**src/rtl/ibex_rf_wb_arbiter_if.sv**
```systemverilog
// Writeback-arbiter bundle: execute result, load issue/response, ID read ports and the RF write port.
// Forwarding outputs exist only when IBEX_RF_WB_FWD_EN is defined.
interface ibex_rf_wb_arbiter_if #(
   parameter int unsigned DataWidth  = 32,
   parameter int unsigned LoadQDepth = 2
);
   localparam int unsigned CntW = $clog2(LoadQDepth + 1);

   logic                 ex_valid_i;
   logic [4:0]           ex_waddr_i;
   logic [DataWidth-1:0] ex_wdata_i;
   logic                 ex_ready_o;
   logic                 lsu_req_i;
   logic [4:0]           lsu_req_waddr_i;
   logic                 lsu_req_ready_o;
   logic                 lsu_rvalid_i;
   logic [DataWidth-1:0] lsu_rdata_i;
   logic                 lsu_err_i;
   logic [4:0]           raddr_a_i;
   logic [4:0]           raddr_b_i;
   logic                 hazard_a_o;
   logic                 hazard_b_o;
   logic [CntW-1:0]      pending_loads_o;
   logic [4:0]           rf_waddr_o;
   logic [DataWidth-1:0] rf_wdata_o;
   logic                 rf_we_o;
`ifdef IBEX_RF_WB_FWD_EN
   logic                 fwd_a_o;
   logic                 fwd_b_o;
   logic [DataWidth-1:0] fwd_data_o;
`endif

   modport slave (
      input  ex_valid_i, ex_waddr_i, ex_wdata_i,
      input  lsu_req_i, lsu_req_waddr_i, lsu_rvalid_i, lsu_rdata_i, lsu_err_i,
      input  raddr_a_i, raddr_b_i,
      output ex_ready_o, lsu_req_ready_o, hazard_a_o, hazard_b_o, pending_loads_o,
      output rf_waddr_o, rf_wdata_o, rf_we_o
`ifdef IBEX_RF_WB_FWD_EN
      , output fwd_a_o, fwd_b_o, fwd_data_o
`endif
   );

   modport master (
      output ex_valid_i, ex_waddr_i, ex_wdata_i,
      output lsu_req_i, lsu_req_waddr_i, lsu_rvalid_i, lsu_rdata_i, lsu_err_i,
      output raddr_a_i, raddr_b_i,
      input  ex_ready_o, lsu_req_ready_o, hazard_a_o, hazard_b_o, pending_loads_o,
      input  rf_waddr_o, rf_wdata_o, rf_we_o
`ifdef IBEX_RF_WB_FWD_EN
      , input fwd_a_o, fwd_b_o, fwd_data_o
`endif
   );
endinterface

```
**src/rtl/ibex_rf_wb_arbiter.sv**
```systemverilog
// Writeback arbiter owning the RF write port: merges execute results with out-of-band load data,
// tracks outstanding load destinations and flags hazards. Optional IBEX_RF_WB_FWD_EN adds forwarding.
module ibex_rf_wb_arbiter #(
   parameter int unsigned DataWidth  = 32,
   parameter bit          RV32E      = 1'b0,
   parameter int unsigned LoadQDepth = 2
) (
   input logic                 clk_i,
   input logic                 rst_ni,
   ibex_rf_wb_arbiter_if.slave bus
);
   localparam int unsigned CntW = $clog2(LoadQDepth + 1);
   localparam int unsigned PtrW = (LoadQDepth > 1) ? $clog2(LoadQDepth) : 1;

   logic [4:0]            qaddr_q [LoadQDepth];
   logic [LoadQDepth-1:0] qvld_q, qvld_d;
   logic [PtrW-1:0]       head_q, tail_q;
   logic [CntW-1:0]       count_q, count_d;
   logic                  push, pop;
   logic                  waw_hit, qhit_a, qhit_b, waw;
   logic                  inflight_a, inflight_b;

   logic                  rf_we_q, rf_we_d;
   logic [4:0]            rf_waddr_q, rf_waddr_d;
   logic [DataWidth-1:0]  rf_wdata_q, rf_wdata_d;

   function automatic logic [PtrW-1:0] ptr_inc(input logic [PtrW-1:0] p);
      return (p == PtrW'(LoadQDepth - 1)) ? '0 : p + 1'b1;
   endfunction

   // x0 writes, and x16..x31 on RV32E, complete their handshake but never reach the RF.
   function automatic logic wr_keep(input logic [4:0] a);
      return (a != 5'd0) && !(RV32E && a[4]);
   endfunction

   assign bus.lsu_req_ready_o = (count_q < CntW'(LoadQDepth));
   assign push                = bus.lsu_req_i & bus.lsu_req_ready_o;
   assign pop                 = bus.lsu_rvalid_i & (count_q != '0);
   assign bus.pending_loads_o = count_q;

   always_comb begin
      waw_hit = 1'b0;
      qhit_a  = 1'b0;
      qhit_b  = 1'b0;
      for (int i = 0; i < LoadQDepth; i++) begin
         if (qvld_q[i]) begin
            if (qaddr_q[i] == bus.ex_waddr_i) waw_hit = 1'b1;
            if (qaddr_q[i] == bus.raddr_a_i)  qhit_a  = 1'b1;
            if (qaddr_q[i] == bus.raddr_b_i)  qhit_b  = 1'b1;
         end
      end
   end

   assign waw            = (bus.ex_waddr_i != 5'd0) & waw_hit;
   assign bus.ex_ready_o = bus.ex_valid_i & ~bus.lsu_rvalid_i & ~waw;

   always_comb begin
      qvld_d = qvld_q;
      if (pop)  qvld_d[head_q] = 1'b0;
      if (push) qvld_d[tail_q] = 1'b1;
      count_d = count_q;
      case ({push, pop})
         2'b10:   count_d = count_q + 1'b1;
         2'b01:   count_d = count_q - 1'b1;
         default: count_d = count_q;
      endcase
   end

   always_ff @(posedge clk_i or negedge rst_ni) begin
      if (!rst_ni) begin
         head_q  <= '0;
         tail_q  <= '0;
         count_q <= '0;
         qvld_q  <= '0;
      end else begin
         if (pop)  head_q <= ptr_inc(head_q);
         if (push) tail_q <= ptr_inc(tail_q);
         count_q <= count_d;
         qvld_q  <= qvld_d;
      end
   end

   // Address storage is qualified by qvld_q, so it needs no reset.
   always_ff @(posedge clk_i) begin
      if (push) qaddr_q[tail_q] <= bus.lsu_req_waddr_i;
   end

   // Load responses cannot be stalled, so they always win the write port.
   always_comb begin
      rf_we_d    = 1'b0;
      rf_waddr_d = rf_waddr_q;
      rf_wdata_d = rf_wdata_q;
      if (pop) begin
         rf_waddr_d = qaddr_q[head_q];
         rf_wdata_d = bus.lsu_rdata_i;
         rf_we_d    = ~bus.lsu_err_i & wr_keep(qaddr_q[head_q]);
      end else if (bus.ex_ready_o) begin
         rf_waddr_d = bus.ex_waddr_i;
         rf_wdata_d = bus.ex_wdata_i;
         rf_we_d    = wr_keep(bus.ex_waddr_i);
      end
   end

   always_ff @(posedge clk_i or negedge rst_ni) begin
      if (!rst_ni) begin
         rf_we_q    <= 1'b0;
         rf_waddr_q <= '0;
         rf_wdata_q <= '0;
      end else begin
         rf_we_q    <= rf_we_d;
         rf_waddr_q <= rf_waddr_d;
         rf_wdata_q <= rf_wdata_d;
      end
   end

   assign bus.rf_we_o    = rf_we_q;
   assign bus.rf_waddr_o = rf_waddr_q;
   assign bus.rf_wdata_o = rf_wdata_q;

   assign inflight_a = rf_we_q & (rf_waddr_q == bus.raddr_a_i);
   assign inflight_b = rf_we_q & (rf_waddr_q == bus.raddr_b_i);

`ifdef IBEX_RF_WB_FWD_EN
   assign bus.hazard_a_o = (bus.raddr_a_i != 5'd0) & qhit_a;
   assign bus.hazard_b_o = (bus.raddr_b_i != 5'd0) & qhit_b;
   assign bus.fwd_a_o    = (bus.raddr_a_i != 5'd0) & inflight_a;
   assign bus.fwd_b_o    = (bus.raddr_b_i != 5'd0) & inflight_b;
   assign bus.fwd_data_o = rf_wdata_q;
`else
   // The in-flight term covers the cycle between the write leaving here and landing in the RF.
   assign bus.hazard_a_o = (bus.raddr_a_i != 5'd0) & (qhit_a | inflight_a);
   assign bus.hazard_b_o = (bus.raddr_b_i != 5'd0) & (qhit_b | inflight_b);
`endif

`ifndef SYNTHESIS
   rvalid_while_empty: assert property (@(posedge clk_i) disable iff (!rst_ni)
      !(bus.lsu_rvalid_i && (count_q == '0)))
      else $error("lsu_rvalid_i asserted with no outstanding load");
`endif

endmodule

```
**src/flat_wrapper.sv**
```systemverilog
// flat-port wrapper written by rule: the top's interface ports become plain ports
module ibex_rf_wb_arbiter_flat 
#(
   parameter int unsigned DataWidth  = 32,
   parameter bit          RV32E      = 1'b0,
   parameter int unsigned LoadQDepth = 2
)
  (clk_i, rst_ni, bus_ex_valid_i, bus_ex_waddr_i, bus_ex_wdata_i, bus_lsu_req_i, bus_lsu_req_waddr_i, bus_lsu_rvalid_i, bus_lsu_rdata_i, bus_lsu_err_i, bus_raddr_a_i, bus_raddr_b_i, bus_ex_ready_o, bus_lsu_req_ready_o, bus_hazard_a_o, bus_hazard_b_o, bus_pending_loads_o, bus_rf_waddr_o, bus_rf_wdata_o, bus_rf_we_o);
  ibex_rf_wb_arbiter_if #(.DataWidth(DataWidth), .LoadQDepth(LoadQDepth)) bus_i ();
  input logic clk_i;
  input logic rst_ni;
  input wire logic [$bits(bus_i.ex_valid_i)-1:0] bus_ex_valid_i;
  input wire logic [$bits(bus_i.ex_waddr_i)-1:0] bus_ex_waddr_i;
  input wire logic [$bits(bus_i.ex_wdata_i)-1:0] bus_ex_wdata_i;
  input wire logic [$bits(bus_i.lsu_req_i)-1:0] bus_lsu_req_i;
  input wire logic [$bits(bus_i.lsu_req_waddr_i)-1:0] bus_lsu_req_waddr_i;
  input wire logic [$bits(bus_i.lsu_rvalid_i)-1:0] bus_lsu_rvalid_i;
  input wire logic [$bits(bus_i.lsu_rdata_i)-1:0] bus_lsu_rdata_i;
  input wire logic [$bits(bus_i.lsu_err_i)-1:0] bus_lsu_err_i;
  input wire logic [$bits(bus_i.raddr_a_i)-1:0] bus_raddr_a_i;
  input wire logic [$bits(bus_i.raddr_b_i)-1:0] bus_raddr_b_i;
  output wire logic [$bits(bus_i.ex_ready_o)-1:0] bus_ex_ready_o;
  output wire logic [$bits(bus_i.lsu_req_ready_o)-1:0] bus_lsu_req_ready_o;
  output wire logic [$bits(bus_i.hazard_a_o)-1:0] bus_hazard_a_o;
  output wire logic [$bits(bus_i.hazard_b_o)-1:0] bus_hazard_b_o;
  output wire logic [$bits(bus_i.pending_loads_o)-1:0] bus_pending_loads_o;
  output wire logic [$bits(bus_i.rf_waddr_o)-1:0] bus_rf_waddr_o;
  output wire logic [$bits(bus_i.rf_wdata_o)-1:0] bus_rf_wdata_o;
  output wire logic [$bits(bus_i.rf_we_o)-1:0] bus_rf_we_o;
  assign bus_i.ex_valid_i = bus_ex_valid_i;
  assign bus_i.ex_waddr_i = bus_ex_waddr_i;
  assign bus_i.ex_wdata_i = bus_ex_wdata_i;
  assign bus_i.lsu_req_i = bus_lsu_req_i;
  assign bus_i.lsu_req_waddr_i = bus_lsu_req_waddr_i;
  assign bus_i.lsu_rvalid_i = bus_lsu_rvalid_i;
  assign bus_i.lsu_rdata_i = bus_lsu_rdata_i;
  assign bus_i.lsu_err_i = bus_lsu_err_i;
  assign bus_i.raddr_a_i = bus_raddr_a_i;
  assign bus_i.raddr_b_i = bus_raddr_b_i;
  assign bus_ex_ready_o = bus_i.ex_ready_o;
  assign bus_lsu_req_ready_o = bus_i.lsu_req_ready_o;
  assign bus_hazard_a_o = bus_i.hazard_a_o;
  assign bus_hazard_b_o = bus_i.hazard_b_o;
  assign bus_pending_loads_o = bus_i.pending_loads_o;
  assign bus_rf_waddr_o = bus_i.rf_waddr_o;
  assign bus_rf_wdata_o = bus_i.rf_wdata_o;
  assign bus_rf_we_o = bus_i.rf_we_o;
  ibex_rf_wb_arbiter #(.DataWidth(DataWidth), .RV32E(RV32E), .LoadQDepth(LoadQDepth)) u_core (.clk_i(clk_i), .rst_ni(rst_ni), .bus(bus_i));
endmodule
```
**config.mk**
```make
export PLATFORM = sky130hd
export DESIGN_NAME = ibex_rf_wb_arbiter_flat
export DESIGN_NICKNAME = d
export VERILOG_FILES = /design/src/rtl/ibex_rf_wb_arbiter_if.sv /design/src/rtl/ibex_rf_wb_arbiter.sv /design/src/flat_wrapper.sv
export SDC_FILE = /design/constraint.sdc
export NUM_CORES = 1
export LEC_CHECK = 0
export CAP_MARGIN = 10
export CORE_MARGIN = 3
export CORE_UTILIZATION = 39
export CTS_BUF_LIST = sky130_fd_sc_hd__clkbuf_2 sky130_fd_sc_hd__clkbuf_4 sky130_fd_sc_hd__clkbuf_8
export DETAILED_ROUTE_END_ITERATION = 6
export HOLD_SLACK_MARGIN = 0.12
export PLACE_DENSITY = 0.77
export SYNTH_ARGS = -nofsm -noshare
export SYNTH_HDL_FRONTEND = slang
export SYNTH_SLANG_ARGS = --single-unit
```
**constraint.sdc**
```tcl
create_clock -name clk_i -period 1.9 [get_ports clk_i]
set_clock_uncertainty 0.05 [all_clocks]
set_input_delay 0.38 -clock clk_i [delete_from_list [all_inputs] [get_ports clk_i]]
set_output_delay 0.38 -clock clk_i [all_outputs]
set_load 0.01 [all_outputs]
```
Word level (Yosys, flattened, before mapping). Memories as Yosys holds them, arrays and structs flattened. Cells that the tools add are included.

Flip-flop bits (word level): 44. Bits in writable memories: 10. Bits of input ports: 90. Output and inout port bits: 44. Logic and storage cells: 83. Memories kept: 1.

Memories: u_core.qaddr_q (depth 2, width 5, rd ports 3, clocked after Yosys merged registers in 0, write ports 1, line ibex_rf_wb_arbiter.sv:15) `logic [4:0] qaddr_q [LoadQDepth];`.

Add/sub/neg operators: 4. $lt $le $gt $ge: 5. Equality and inequality tests: 10. Muxes and demuxes: 29. Bitwise logic cells: 18. Reduce and logical (&&, ||, !) cells: 9.

Operators by type and width (count): 2-to-1 mux 32 bit (2); equality test 5 bit (8); 2-to-1 mux 1 bit (20); nonzero test 5 bit (4); bitwise AND 1 bit (10); 2-to-1 mux 5 bit (2); nonzero test 2 bit (3); < comparator 1 x 2 -> 1 bit, second input constant (2); 2-to-1 mux 2 bit (2); case mux 2 bit (2 select lines) (1); NOT 1 bit (3); adder 1 bit, second input constant (2); adder 2 x 1 -> 2 bit, second input constant (1); bitwise AND 2 bit (1); demux 1 bit (select 1 bit) (2); equality test 2 x 1 -> 1 bit, second input constant (1); equality test 2 bit, second input constant (1); greater-or-equal comparator 1 bit, second input constant (2); logical AND 1 bit (2); < comparator 2 bit, second input constant (1); NOT 2 bit (1); OR 1 bit (2); OR 2 bit (1); subtractor 2 x 1 -> 2 bit, second input constant (1).

Logic depth before layout (Yosys ltp). Gate-level depths: netlist of the first run.

Depth in word-level cells: 10. Depth in mapped cells: 7. Mapped depth without buffers: 6.

Worst setup path before layout of the first run. No wires, ideal clock.

Path kind: input port to output port. Start point: input port bus_ex_waddr_i[2]. End point: output port bus_ex_ready_o. Arrival time: 1693 ps. Required time: 1470 ps. Slack: -223 ps. Stages: 6. Path buffers: 2. Cells stage by stage: or4_4 nor2_4 and3b_1 buf_2 buf_6 nor2_1.

Word-level cells in the longest chain between the ends: 8. Elaborated cells between the ends (all ways): 10. Those cells by class: eq/ne (2); mux (4); bitwise (3); reduce/logical (1).

RTL lines: start: declaration (line flat_wrapper.sv:13) `input wire logic [$bits(bus_i.ex_waddr_i)-1:0] bus_ex_waddr_i;`; equality test 5 bit (line ibex_rf_wb_arbiter.sv:47) `if (qaddr_q[i] == bus.ex_waddr_i) waw_hit = 1'b1;`; 2-to-1 mux 1 bit (line ibex_rf_wb_arbiter.sv:47); 2-to-1 mux 1 bit (line ibex_rf_wb_arbiter.sv:46) `if (qvld_q[i]) begin`; 2-to-1 mux 1 bit (line ibex_rf_wb_arbiter.sv:47); 2-to-1 mux 1 bit (line ibex_rf_wb_arbiter.sv:46); bitwise AND 1 bit * (line ibex_rf_wb_arbiter.sv:54) `assign waw = (bus.ex_waddr_i != 5'd0) & waw_hit;`; NOT 1 bit * (line ibex_rf_wb_arbiter.sv:55) `assign bus.ex_ready_o = bus.ex_valid_i & ~bus.lsu_rvalid_i & ~waw;`; bitwise AND 1 bit * (line ibex_rf_wb_arbiter.sv:55); end: declaration (line flat_wrapper.sv:22) `output wire logic [$bits(bus_i.ex_ready_o)-1:0] bus_ex_ready_o;`.

Mark *: on every way between the ends. The rest lies on a longest branch, timed or not.

==> results of run 1 <==
-- worst register-to-register path, stage by stage, from the launching register on --
cell and delay [ps]:
edfxtp_1 490, buf_6 160, xnor2_1 140, nand4_1 230, buf_4 210, o311a_4 440
clkbuf_16 200, a31oi_1 190, a21oi_1 100
-- final timing paths --
kind                                      start                        end  slack [ps]  cells after the start
max reg2reg                u_core.qaddr_q[0][4]  u_core.bus.rf_wdata_o[13]        -410                      8
min in group asynchronous                rst_ni  u_core.bus.rf_wdata_o[29]         530                      3
min                               u_core.tail_q              u_core.tail_q         490                      1
max                        u_core.qaddr_q[0][4]  u_core.bus.rf_wdata_o[13]        -410                      8
min reg2reg                       u_core.tail_q              u_core.tail_q         490                      1
max in group asynchronous                rst_ni   u_core.bus.rf_waddr_o[3]        1050                      3
-- cells by family (layout without fill, tap and decap cells) --
logic type                 count (synthesis)  count (layout)  share of synthesized area, %
xor gates and xnor gates                  45              45                          13.0
adders and majority gates                  1               1                         0.412
buffers and inverters                     24             225                          4.49
AOI/OAI and AO/OA                        114             114                          23.1
muxes                                      5               5                          1.65
and+or+nand+nor                           68              68                          11.3
DFF                                       54              54                          46.1
-- cells in the mapped netlist (all sizes together) (2+ instances only) --
library cell / n / share of area (%)
dfrtp: 44 / 36
nor2: 43 / 5.6
a21oi: 35 / 5.9
o21ai: 35 / 5.8
a31oi: 34 / 7.0
xor2: 28 / 8.1
xnor2: 17 / 4.9
clkbuf: 11 / 1.4
buf: 10 / 2.8
edfxtp: 10 / 9.9
nor4: 7 / 1.9
a221o: 5 / 1.6
mux2i: 5 / 1.6
and3: 4 / 0.82
nand2: 3 / 0.37
or4: 3 / 0.86
inv: 2 / 0.25
nand3: 2 / 0.33
-- power by group through the flow --
stage | clock, mW | combinational (mW) | sequential, mW
3_5_place_dp | 0 | 2.76 | 2.01
4_1_cts | 0.825 | 2.84 | 1.99
2_1_floorplan | 0 | 1.10 | 2.08
5_1_grt | 0.879 | 3.51 | 2.06
6_report | 0.820 | 3.28 | 2.01
3_3_place_gp | 0 | 2.69 | 1.99
-- repair_timing --
action | in CTS | in global routing
resized for setup | 36 | 79
endpoints found under the setup margin | 41 | 45
hold endpoints to repair | 44 | 0
pin swaps | 14 | 72
setup buffers | 13 | 6
cloned | 2 | 4
hold buffers | 1 | 0
-- sequential cells by signal, indices dropped and copies added (netlist names) --
name and flops:
u_core.bus.pending_loads_o 2, u_core.bus.rf_waddr_o 5, u_core.bus.rf_wdata_o 32, u_core.bus.rf_we_o 1, u_core.head_q 1, u_core.qaddr_q 10, u_core.qvld_q 2, u_core.tail_q 1
-- final cells by class --
type	count	area (um2)	area share, %
clock inverters	3	48.8	0.841
well taps	99	124	2.13
inverters	3	12.5	0.216
flip-flops and latches	54	1400	24.2
multi-input cells	233	2000	34.4
clock buffers	5	68.8	1.19
repair buffers	214	2150	37.0
-- layer usage --
metal / track usage [%] / vias to the layer above / wire length, um
met1: 32.1 / 1636 / 4900
met5: 0 / - / 0
met2: 40.9 / 125 / 6120
met4: 4.57 / 0 / 139
li1: - / 1534 / -
met3: 3.69 / 16 / 670
==> results.sh, run 1 <==
export IMPL_grt_pass1_wl_mm=16.8
export IMPL_violations="setup timing"
export IMPL_root_buffer="clkbuf_8"
export IMPL_path_clk_slew_ps=110
export IMPL_n_fill_cell=482
export IMPL_synth_area_um2=3040
export IMPL_ys_seq_elements=54
export IMPL_hold_slack_ps=495
export IMPL_layout_commonest_cell="clkdlybuf4s50_1"
export IMPL_cts_buffer_depth=2
export IMPL_final_setup_tns_ps=-13510
export IMPL_boundaryPins=134
export IMPL_row_count=31
export IMPL_netSwitchingPower_mw=2.27
export IMPL_gp_congestion=0.901
export IMPL_drive_gt1_share_pct=30.9
export IMPL_p_clk_share_pct=13.4
export IMPL_fin_crit_sh_pct=122
export IMPL_grt_max_degree=45
export IMPL_slowest_delay_ps=490
export IMPL_slew_headroom_pct=60.0
export IMPL_switching_share_pct=37.1
export IMPL_setup_ws_ps=-411
export IMPL_synthesis_nets=402
export IMPL_gr_total_overflow=0
export IMPL_final_cell_area_um2=5810
export IMPL_synth_cell_type_count=38
export IMPL_rsz0062_at_grt="yes"
export IMPL_tightestPinTransition_ps=600
export IMPL_grt_usage_pct=23.9
export IMPL_path_max_fanout=8
export IMPL_final_cell_mix="113 x clkdlybuf4s50_1, 59 x buf_4, 42 x dfrtp_1"
export IMPL_power_density_nw_per_um2=1050
export IMPL_nNetsFinal=602
export IMPL_via_per_inst=5.42
export IMPL_cap_viol_max_count=0
export IMPL_hold_violations=0
export IMPL_async_flop_share_pct=81.5
export IMPL_p_seq_share_pct=32.9
export IMPL_holdCritPathClass="flip-flop to flip-flop"
export IMPL_vias=3311
export IMPL_dr_pass1_iters=5
export IMPL_port_buffers=133
export IMPL_crit_arrival_ps=2470
export IMPL_placed_cell_area_um2=4830
export IMPL_first_iter_violations=173
export IMPL_dp_cells=578
export IMPL_power_mw=6.10
export IMPL_place_hpwl_mm=7.59
export IMPL_fp_dieH_um=94.3
export IMPL_fmax_mhz=433
export IMPL_dp_slack_ps=-931
export IMPL_dieArea_um2=8890
export IMPL_end_kind="flip-flop"
export IMPL_finalNonFillerCells=611
export IMPL_crit_buf_inv=3
export IMPL_crit_slowest_cell="edfxtp_1"
export IMPL_wire_per_inst_um=19.3
export IMPL_yosysWarnings=0
export IMPL_post_route_drc_count=0
export IMPL_fin_util_pct=78.4
export IMPL_synthFlopType="dfrtp_1"
export IMPL_status="complete, but fails checks"
export IMPL_final_setup_viol_count=41
export IMPL_internal_power_mw=3.84
export IMPL_htree_levels=2
export IMPL_power_leakage_nw=2.32
export IMPL_synth_edf_count=10
export IMPL_drv_slew=0
export IMPL_ys_seq_area_share_pct=46.1
export IMPL_finalWirelength_mm=11.8
export IMPL_crit_type="flip-flop to flip-flop"
export IMPL_initial_core_util_pct=41.0
export IMPL_diodes=0
export IMPL_grt_antenna_before_repair=0
export IMPL_core_area_um2=7410
export IMPL_first_global_vias=3303
export IMPL_antenna_left=0
export IMPL_cts_made_buffers=5
export IMPL_cp_required_ps=2060
export IMPL_pwr_share_comb_pct=53.7
export IMPL_start_kind="flip-flop"
export IMPL_dieWidth_um=94.3
export IMPL_cts_tree="yes"
export IMPL_syn_mean_instance_area_um2=9.77
export IMPL_finalCriticalPeriod_ps=2310
export IMPL_cts_sinks=54
export IMPL_synth_cells=311
export IMPL_path_cells="buf_6, xnor2_1, nand4_1, buf_4, o311a_4, clkbuf_16, a31oi_1, a21oi_1"
export IMPL_worstSkewPairLatency_ps=310
export IMPL_cpLargestDelayFamily="compound AO/OA/AOI/OAI gates"
export IMPL_irDropWorstVdd_uv=815
export IMPL_area_growth_pct=91.0
No activity file was read; power rests on OpenSTA's default activity.
==> run 2, diff against run 1 <==
--- a/config.mk
+++ b/config.mk
@@ -7,11 +7,11 @@
 export LEC_CHECK = 0
 export CAP_MARGIN = 10
 export CORE_MARGIN = 3
-export CORE_UTILIZATION = 39
+export CORE_UTILIZATION = 47
 export CTS_BUF_LIST = sky130_fd_sc_hd__clkbuf_2 sky130_fd_sc_hd__clkbuf_4 sky130_fd_sc_hd__clkbuf_8
 export DETAILED_ROUTE_END_ITERATION = 6
 export HOLD_SLACK_MARGIN = 0.12
-export PLACE_DENSITY = 0.77
+export PLACE_DENSITY = 0.87
 export SYNTH_ARGS = -nofsm -noshare
 export SYNTH_HDL_FRONTEND = slang
 export SYNTH_SLANG_ARGS = --single-unit
==> constraint.sdc (replaced) <==
create_clock -name clk_i -period 2.85 [get_ports clk_i]
set_clock_uncertainty 0.05 [all_clocks]
set_input_delay 0.57 -clock clk_i [delete_from_list [all_inputs] [get_ports clk_i]]
set_output_delay 0.57 -clock clk_i [all_outputs]
set_load 0.01 [all_outputs]
==> results.sh, run 2 (synthesis gave the netlist of run 1 again) <==
export IMPL_core_area_um2=6100
export IMPL_start_kind="input pin"
export IMPL_cp_required_ps=2230
export IMPL_via_per_inst=5.65
export IMPL_cts_hold_buffers=0
export IMPL_r2r_end="u_core.bus.rf_waddr_o[4]"
export IMPL_cts_sinks=54
export IMPL_path_clk_slew_ps=100
export IMPL_finalWirelength_mm=9.35
export IMPL_first_iter_violations=194
export IMPL_first_global_vias=3060
export IMPL_multiInputGateArea_um2=1520
export IMPL_dieWidth_um=86.4
export IMPL_crit_arrival_ps=2130
export IMPL_r2r_setup_slack_ps=570
export IMPL_finalCriticalPeriod_ps=2750
export IMPL_gp_congestion=0.885
export IMPL_power_mw=3.52
export IMPL_row_count=28
export IMPL_hold_violations=0
export IMPL_drv_slew=0
export IMPL_path_max_fanout=2
export IMPL_rsz0062_at_grt="no"
export IMPL_boundaryPins=134
export IMPL_vias=2978
export IMPL_diodes=0
export IMPL_worstRegToRegCells=6
export IMPL_p_clk_share_pct=14.9
export IMPL_final_setup_viol_count=0
export IMPL_status="complete, no violations"
export IMPL_dieArea_um2=7470
export IMPL_p_seq_share_pct=38.3
export IMPL_dr_pass1_iters=4
export IMPL_fin_crit_sh_pct=96.5
export IMPL_final_cell_area_um2=4640
export IMPL_postCtsSetupBuffers=0
export IMPL_internal_power_mw=2.25
export IMPL_place_hpwl_mm=7.01
export IMPL_wire_per_inst_um=17.7
export IMPL_pwr_share_comb_pct=46.8
export IMPL_fmax_mhz=364
export IMPL_irDropWorstVdd_uv=584
export IMPL_n_fill_cell=452
export IMPL_final_cell_mix="122 x clkdlybuf4s50_1, 44 x dfrtp_1, 41 x nor2_1"
export IMPL_power_leakage_nw=1.87
export IMPL_register_area_um2=1400
export IMPL_nNetsFinal=542
export IMPL_slew_headroom_pct=34.5
export IMPL_drive_gt1_share_pct=9.73
export IMPL_cap_viol_max_count=0
export IMPL_antenna_left=0
export IMPL_fp_dieH_um=86.4
export IMPL_holdCritPathClass="input pin to asynchronous set/reset pin"
export IMPL_gr_total_overflow=0
export IMPL_placed_cell_area_um2=4530
export IMPL_grt_max_degree=45
export IMPL_port_buffers=133
export IMPL_cts_tree="yes"
export IMPL_layout_commonest_cell="clkdlybuf4s50_1"
export IMPL_cts_buffer_depth=2
export IMPL_area_growth_pct=52.7
export IMPL_initial_core_util_pct=49.9
export IMPL_r2r_start="u_core.qaddr_q[0][4]"
export IMPL_grt_usage_pct=25.4
export IMPL_grt_pass1_wl_mm=15.1
export IMPL_cts_made_buffers=5
export IMPL_switching_share_pct=36.1
export IMPL_largest_reg_flops=32
export IMPL_crit_type="input pin to primary output"
export IMPL_power_density_nw_per_um2=759
export IMPL_grt_antenna_before_repair=0
export IMPL_post_route_drc_count=0
export IMPL_worstSkewPairLatency_ps=320
export IMPL_root_buffer="clkbuf_8"
export IMPL_tightestPinTransition_ps=983
export IMPL_netSwitchingPower_mw=1.27
export IMPL_htree_levels=2
export IMPL_end_kind="primary output"
run 2: what timing repair did:
action,in CTS,in global routing
setup endpoints to repair,3,2
pin swaps,2,3
resized for setup,9,8
run 2: cell type report:
class	instances	area share (%)
multi-input combinational	233	32.7
sequential	54	30.2
timing repair buffer	154	32.4
clock buffer	5	1.48
inverter	3	0.243
tap	75	2.02
clock inverter	3	0.944
run 2: worst max path at each step:
| stage | startpoint | to | slack [ps] | depth (start not counted) |
|---|---|---|---|---|
| CTS | bus_ex_waddr_i[1] | bus_ex_ready_o | -70 | 6 |
| detailed placement | bus_ex_waddr_i[2] | bus_ex_ready_o | -400 | 6 |
| global placement | bus_ex_waddr_i[2] | bus_ex_ready_o | -400 | 6 |
| floorplan | bus_ex_waddr_i[2] | bus_ex_ready_o | 350 | 6 |
| finish | bus_raddr_a_i[1] | bus_hazard_a_o | 100 | 7 |
| global route | bus_raddr_a_i[1] | bus_hazard_a_o | 8 | 7 |
run 2: per-layer routing:
metal | share of wire [%] | track usage, %
met2 | 50 | 43.3
met1 | 40 | 31.7
met5 | 0 | 0
met3 | 7.9 | 6.56
met4 | 1.7 | 7.79
run 2: power by group through the flow:
stage,logic (mW),registers (mW),clock network [mW]
after floorplan,0.731,1.39,0
after global placement,1.62,1.34,0
after detailed placement,1.66,1.36,0
after CTS,1.66,1.34,0.536
after global routing,1.80,1.38,0.565
final,1.65,1.35,0.525
run 2: through the flow:
| stage | TNS (ps) | util (%) | hold slack [ps] | std cells | worst slack [ps] |
|---|---|---|---|---|---|
| after global routing | 0 | 76.1 | 420 | 527 | 8.00 |
| after detailed placement | -1260 | 74.3 | 473 | 519 | -402 |
| after floorplan | 0 | - | 224 | 311 | 347 |
| after global placement | -811 | 74.3 | 453 | 519 | -401 |
| final | 0 | 76.1 | 348 | 527 | 100 |
| after CTS | -65.4 | 76.1 | 370 | 527 | -65.4 |
run 2: critical path: stages:
cell and delay (ps):
clkdlybuf4s50_1 440, xor2_1 150, nor4_1 290, and3_1 200
a31oi_1 40, a21oi_1 150, dlygate4sd2_1 280
